## src/rtl/sobel_window_engine.sv

```systemverilog
// Sobel edge engine: takes a 4x4 window, emits |Gx|+|Gy| (gain-scaled or thresholded)
// for the four interior pixels in raster order. Define SOBEL_SAT_COUNT_EN to add sat_count.
module sobel_window_engine #(
  parameter int PIXEL_W    = 4,
  parameter int OUT_W      = 4,
  parameter int GAIN_W     = 4,
  parameter int GAIN_SHIFT = 2
) (
  input  logic                         clk,
  input  logic                         n_rst,
  input  logic                         bus_data_ready,
  input  logic                         mode,
  input  logic [GAIN_W-1:0]            brightness_value,
  input  logic [OUT_W-1:0]             threshold,
  input  logic [3:0][3:0][PIXEL_W-1:0] input_pixels,
  output logic [OUT_W-1:0]             output_pixel,
  output logic                         output_enable,
`ifdef SOBEL_SAT_COUNT_EN
  output logic [15:0]                  sat_count,
`endif
  output logic                         need_data
);

  localparam int GW = PIXEL_W + 4;
  localparam int MW = GW + GAIN_W;

  typedef enum logic {IDLE, RUN} state_t;

  state_t                       state_q;
  logic [1:0]                   pos_q;
  logic [3:0][3:0][PIXEL_W-1:0] win_q;
  logic                         mode_q, mode_s1_q;
  logic [GAIN_W-1:0]            gain_q, gain_s1_q;
  logic [OUT_W-1:0]             thr_q, thr_s1_q;
  logic [1:0]                   vld_pipe_q;
  logic signed [GW-1:0]         gx_d, gy_d, gx_q, gy_q;
  logic [OUT_W-1:0]             pix_d, pix_q;
  logic                         over_d;
  logic                         accept;

  assign need_data     = (state_q == IDLE) || ((state_q == RUN) && (pos_q == 2'd3));
  assign accept        = bus_data_ready && need_data;
  assign output_pixel  = pix_q;
  assign output_enable = vld_pipe_q[1];

  // 3x3 neighbourhood around the interior position selected by pos_q (row = pos[1], col = pos[0])
  logic signed [GW-1:0] nb [3][3];
  always_comb begin
    for (int i = 0; i < 3; i++)
      for (int j = 0; j < 3; j++)
        nb[i][j] = signed'({4'b0, win_q[2'(i) + {1'b0, pos_q[1]}][2'(j) + {1'b0, pos_q[0]}]});
    gx_d = (nb[0][2] + (nb[1][2] <<< 1) + nb[2][2]) - (nb[0][0] + (nb[1][0] <<< 1) + nb[2][0]);
    gy_d = (nb[2][0] + (nb[2][1] <<< 1) + nb[2][2]) - (nb[0][0] + (nb[0][1] <<< 1) + nb[0][2]);
  end

  logic [GW-1:0]    ax, ay, mag;
  logic [MW-1:0]    scaled;
  logic [OUT_W-1:0] sat;
  always_comb begin
    ax     = gx_q[GW-1] ? unsigned'(-gx_q) : unsigned'(gx_q);
    ay     = gy_q[GW-1] ? unsigned'(-gy_q) : unsigned'(gy_q);
    mag    = ax + ay;
    scaled = (MW'(mag) * MW'(gain_s1_q)) >> GAIN_SHIFT;
    over_d = scaled > MW'({OUT_W{1'b1}});
    sat    = over_d ? {OUT_W{1'b1}} : scaled[OUT_W-1:0];
    pix_d  = mode_s1_q ? ((sat >= thr_s1_q) ? {OUT_W{1'b1}} : '0) : sat;
  end

  always_ff @(posedge clk or negedge n_rst) begin
    if (!n_rst) begin
      state_q    <= IDLE;
      pos_q      <= '0;
      win_q      <= '0;
      mode_q     <= 1'b0;
      gain_q     <= '0;
      thr_q      <= '0;
      vld_pipe_q <= '0;
      gx_q       <= '0;
      gy_q       <= '0;
      mode_s1_q  <= 1'b0;
      gain_s1_q  <= '0;
      thr_s1_q   <= '0;
      pix_q      <= '0;
    end else begin
      vld_pipe_q <= {vld_pipe_q[0], state_q == RUN};
      // Controls travel with the data so a back-to-back accept cannot disturb the tail of the previous window
      if (state_q == RUN) begin
        gx_q      <= gx_d;
        gy_q      <= gy_d;
        mode_s1_q <= mode_q;
        gain_s1_q <= gain_q;
        thr_s1_q  <= thr_q;
      end
      if (vld_pipe_q[0]) pix_q <= pix_d;
      if (accept) begin
        state_q <= RUN;
        pos_q   <= '0;
        win_q   <= input_pixels;
        mode_q  <= mode;
        gain_q  <= brightness_value;
        thr_q   <= threshold;
      end else if (state_q == RUN) begin
        if (pos_q == 2'd3) state_q <= IDLE;
        pos_q <= pos_q + 2'd1;
      end
    end
  end

`ifdef SOBEL_SAT_COUNT_EN
  logic [15:0] sat_cnt_q;
  always_ff @(posedge clk or negedge n_rst) begin
    if (!n_rst)                     sat_cnt_q <= '0;
    else if (vld_pipe_q[0] && over_d) sat_cnt_q <= sat_cnt_q + 16'd1;
  end
  assign sat_count = sat_cnt_q;
`endif

endmodule
```

## config.mk

```make
export PLATFORM = sky130hd
export DESIGN_NAME = sobel_window_engine
export DESIGN_NICKNAME = d
export VERILOG_FILES = /design/src/rtl/sobel_window_engine.sv
export SDC_FILE = /design/constraint.sdc
export NUM_CORES = 1
export LEC_CHECK = 0
export ABC_CLOCK_PERIOD_IN_PS = 6800
export BUFFER_PORTS_ARGS = -buffer_cell sky130_fd_sc_hd__clkbuf_2
export CAP_MARGIN = 20
export CORE_MARGIN = 4
export CORE_UTILIZATION = 40
export DETAILED_ROUTE_END_ITERATION = 10
export HOLD_SLACK_MARGIN = 0.06
export PLACE_DENSITY_LB_ADDON = 0.08
export SYNTH_ARGS = -nofsm -noshare
export SYNTH_HDL_FRONTEND = slang
export SYNTH_SLANG_ARGS = --single-unit
```

## constraint.sdc

```tcl
create_clock -name clk -period 6.8 [get_ports clk]
set_input_delay 1.36 -clock clk [delete_from_list [all_inputs] [get_ports clk]]
set_output_delay 1.36 -clock clk [all_outputs]
set_load 0.02 [all_outputs]
```

==> results.py <==
metrics = {
    "run_status": {
        "outcome": "complete, no violations",
    },
    "run": {
        "cap_violations": 0,
    },
    "critical_path": {
        "reg2reg_depth": 30,
        "required_ns": 7.01,
        "worstReg2RegEnd": "output_pixel[2]",
        "critPathLaunch": "gx_q[1]",
        "cpMaxStageDelayCell": "fa_1",
        "ff2ff_setup_slack_ns": 0.44,
        "crit_path_end": "output_pixel[2]",
        "cp-end-kind": "flip-flop",
        "worstSetupStartpointType": "flip-flop",
        "r2r-start": "gx_q[1]",
        "slowest_delay_ns": 0.53,
        "critPathArrivalTime_ns": 6.57,
        "crit_type": "reg -> reg",
        "crit_fanout": 10,
    },
    "logic_synthesis": {
        "async_reset_ff_frac": 1.00,
        "yosysSeqAreaShare": 0.358,
        "synth_ff_type": "dfrtp_1",
        "synth_cells": 633,
        "synth_edf_count": 0,
        "synthesis.area_um2": 7480,
        "synth_top_area_share": 0.358,
        "avgSynthCellArea_um2": 11.8,
        "ys_types": 45,
        "synth_top_area_cell": "dfrtp_1",
        "synth_warnings": 0,
        "ys_top_cells_by_area": "dfrtp_1, mux2_2, fa_1, ha_1, mux4_2",
        "ys_ff_latch": 107,
        "synthesis.nets": 797,
    },
    "floorplan": {
        "io-pin-count": 82,
        "start_util": 0.412,
        "fp.dieH_um": 145,
        "die_w_um": 145,
        "std_cell_rows": 49,
        "core_area_um2": 18100,
        "dieArea_um2": 21000,
    },
    "timing": {
        "relSlewSlack": 0.422,
        "worst_pin_slew_ns": 0.866,
        "period_minus_slack_ns": 6.36,
        "drv_slew": 0,
        "grt_setup_unrepaired": "no",
        "min_period_over_period": 0.935,
        "max_freq_mhz": 157,
        "hold_viol": 0,
        "skew_ns": 0.0120,
        "finalSetupViolCount": 0,
        "tns_ns": 0,
    },
    "route": {
        "wire_per_inst_um": 16.1,
        "avgViaCountPerCell": 5.16,
        "firstDrtPassIters": 4,
        "drcViolationCount": 0,
        "ant_nets": 0,
        "drt-total-wl_um": 15200,
        "dr_total_vias": 4883,
        "drt_iter0_drc": 144,
    },
    "grt": {
        "grt_pass1_wl_um": 25900,
        "track_usage": 0.155,
        "grt_pass1_vias": 5226,
        "grt_antenna_before_repair": 0,
        "grt_max_degree": 68,
        "grt_overflow_total": 0,
    },
    "cells_and_area": {
        "layout_common_cells": "dfrtp_1, mux2_2, inv_1, clkbuf_2, ha_1",
        "fillerInstances": 1724,
        "diodes": 0,
        "syn_to_final_growth_pct": 13.5,
        "fin_nets": 876,
        "final_common_cell": "dfrtp_1",
        "drive_gt1_frac": 0.315,
    },
    "clock_network": {
        "root_buffer": "clkbuf_16",
        "cts.repair.resized": 0,
        "clkSlewWorstSetupHoldPaths_ns": 0.08,
        "clock_sinks": 107,
        "clk_latency_ns": 0.36,
        "clk_path_buf_depth": 2,
        "cts_tree": "built",
        "cts-buffers-inserted": 9,
        "post-cts-setup-buffer-count": 0,
        "htreeDepth": 3,
        "hold_buffers": 0,
    },
    "placed_design": {
        "gp_congestion": 0.773,
        "place.port_buffers": 81,
        "place_hpwl_um": 11800,
    },
    "hold_path": {
        "hp-class": "reg -> reg",
        "holdPathStages": 2,
    },
}
## synth_stat cells, types with 5 or more instances
master    number
dfrtp_1      107
mux2_2        91
inv_1         87
ha_1          45
fa_1          43
nand2_1       28
mux4_2        23
o21ai_0       23
a21oi_1       22
and2_1        19
xnor2_1       19
mux2i_1       15
clkbuf_1      13
xor2_1        10
a21o_1         8
nand3_1        7
nand2b_1       6
nor2_1         6
o21a_1         6
o21bai_1       5
## critical path: cells and delay by family (launching register included)
family,cells,cell delay (ns)
adders and majority gates,6,2.20
AOI/OAI and AO/OA,12,1.94
and+or+nand+nor,5,0.88
DFF,1,0.38
buffers and inverters,4,0.38
xor gates and xnor gates,2,0.27
muxes,1,0.14
## worst min-delay path by stage
| stage | from | to | slack [ns] |
|---|---|---|---|
| floorplan | state_q | vld_pipe_q[0] | 0.37 |
| detailed placement | vld_pipe_q[0] | vld_pipe_q[1] | 0.47 |
| global route | gain_q[2] | gain_q[2] | 0.52 |
| CTS | thr_q[2] | thr_s1_q[2] | 0.49 |
| finish | thr_q[2] | thr_s1_q[2] | 0.49 |
| global placement | thr_q[3] | thr_s1_q[3] | 0.47 |
## per-layer routing
metal  routed length (µm)  track usage  up-vias
met1                 6920        0.205     2433
met5                    0            0        -
met3                  600       0.0384       20
met2                 7470        0.256       85
li1                     -            -     2345
met4                  191       0.0358        0
## area by class of cell
cell class              instances  area [µm²]  share of cell area
inverters                      87         327              0.0385
clock inverters                 7        92.6              0.0109
flip-flops and latches        107        2680               0.315
clock buffers                   9         225              0.0265
repair buffers                 89         480              0.0566
well taps                     229         287              0.0337
multi-input cells             418        4400               0.518
## state kept, by name, indices dropped and copies added (netlist names)
signal / cells
win_q: 64
mode_s1_q: 1
pos_q: 2
thr_q: 4
output_pixel: 4
gy_q: 8
gain_s1_q: 4
gx_q: 8
mode_q: 1
vld_pipe_q: 2
gain_q: 4
state_q: 1
thr_s1_q: 4
## stage by stage
stage                     utilization  worst slack [ns]  std cells  cell area, µm²  hold slack, ns
after CTS                       0.466             0.254        945            8460           0.495
after global routing            0.468            0.0194        946            8490           0.524
after floorplan                     -             0.389        633            7480           0.373
after detailed placement        0.449             0.249        929            8140           0.475
after global placement          0.449             0.460        929            8140           0.470
final                           0.468             0.439        946            8490           0.491
## kinds of logic after synthesis
logic type,after synthesis,synth area share
adder cells (fa/ha/maj),88,0.190
flip-flops,107,0.358
buffers and inverters,108,0.0557
AO/OA/AOI/OAI,84,0.0736
AND/OR/NAND/NOR,88,0.0621
XOR/XNOR,29,0.0340
multiplexers,129,0.226
Power is not shown: default switching activity piles up to over one toggle a cycle in this logic, so the estimate is an artifact.
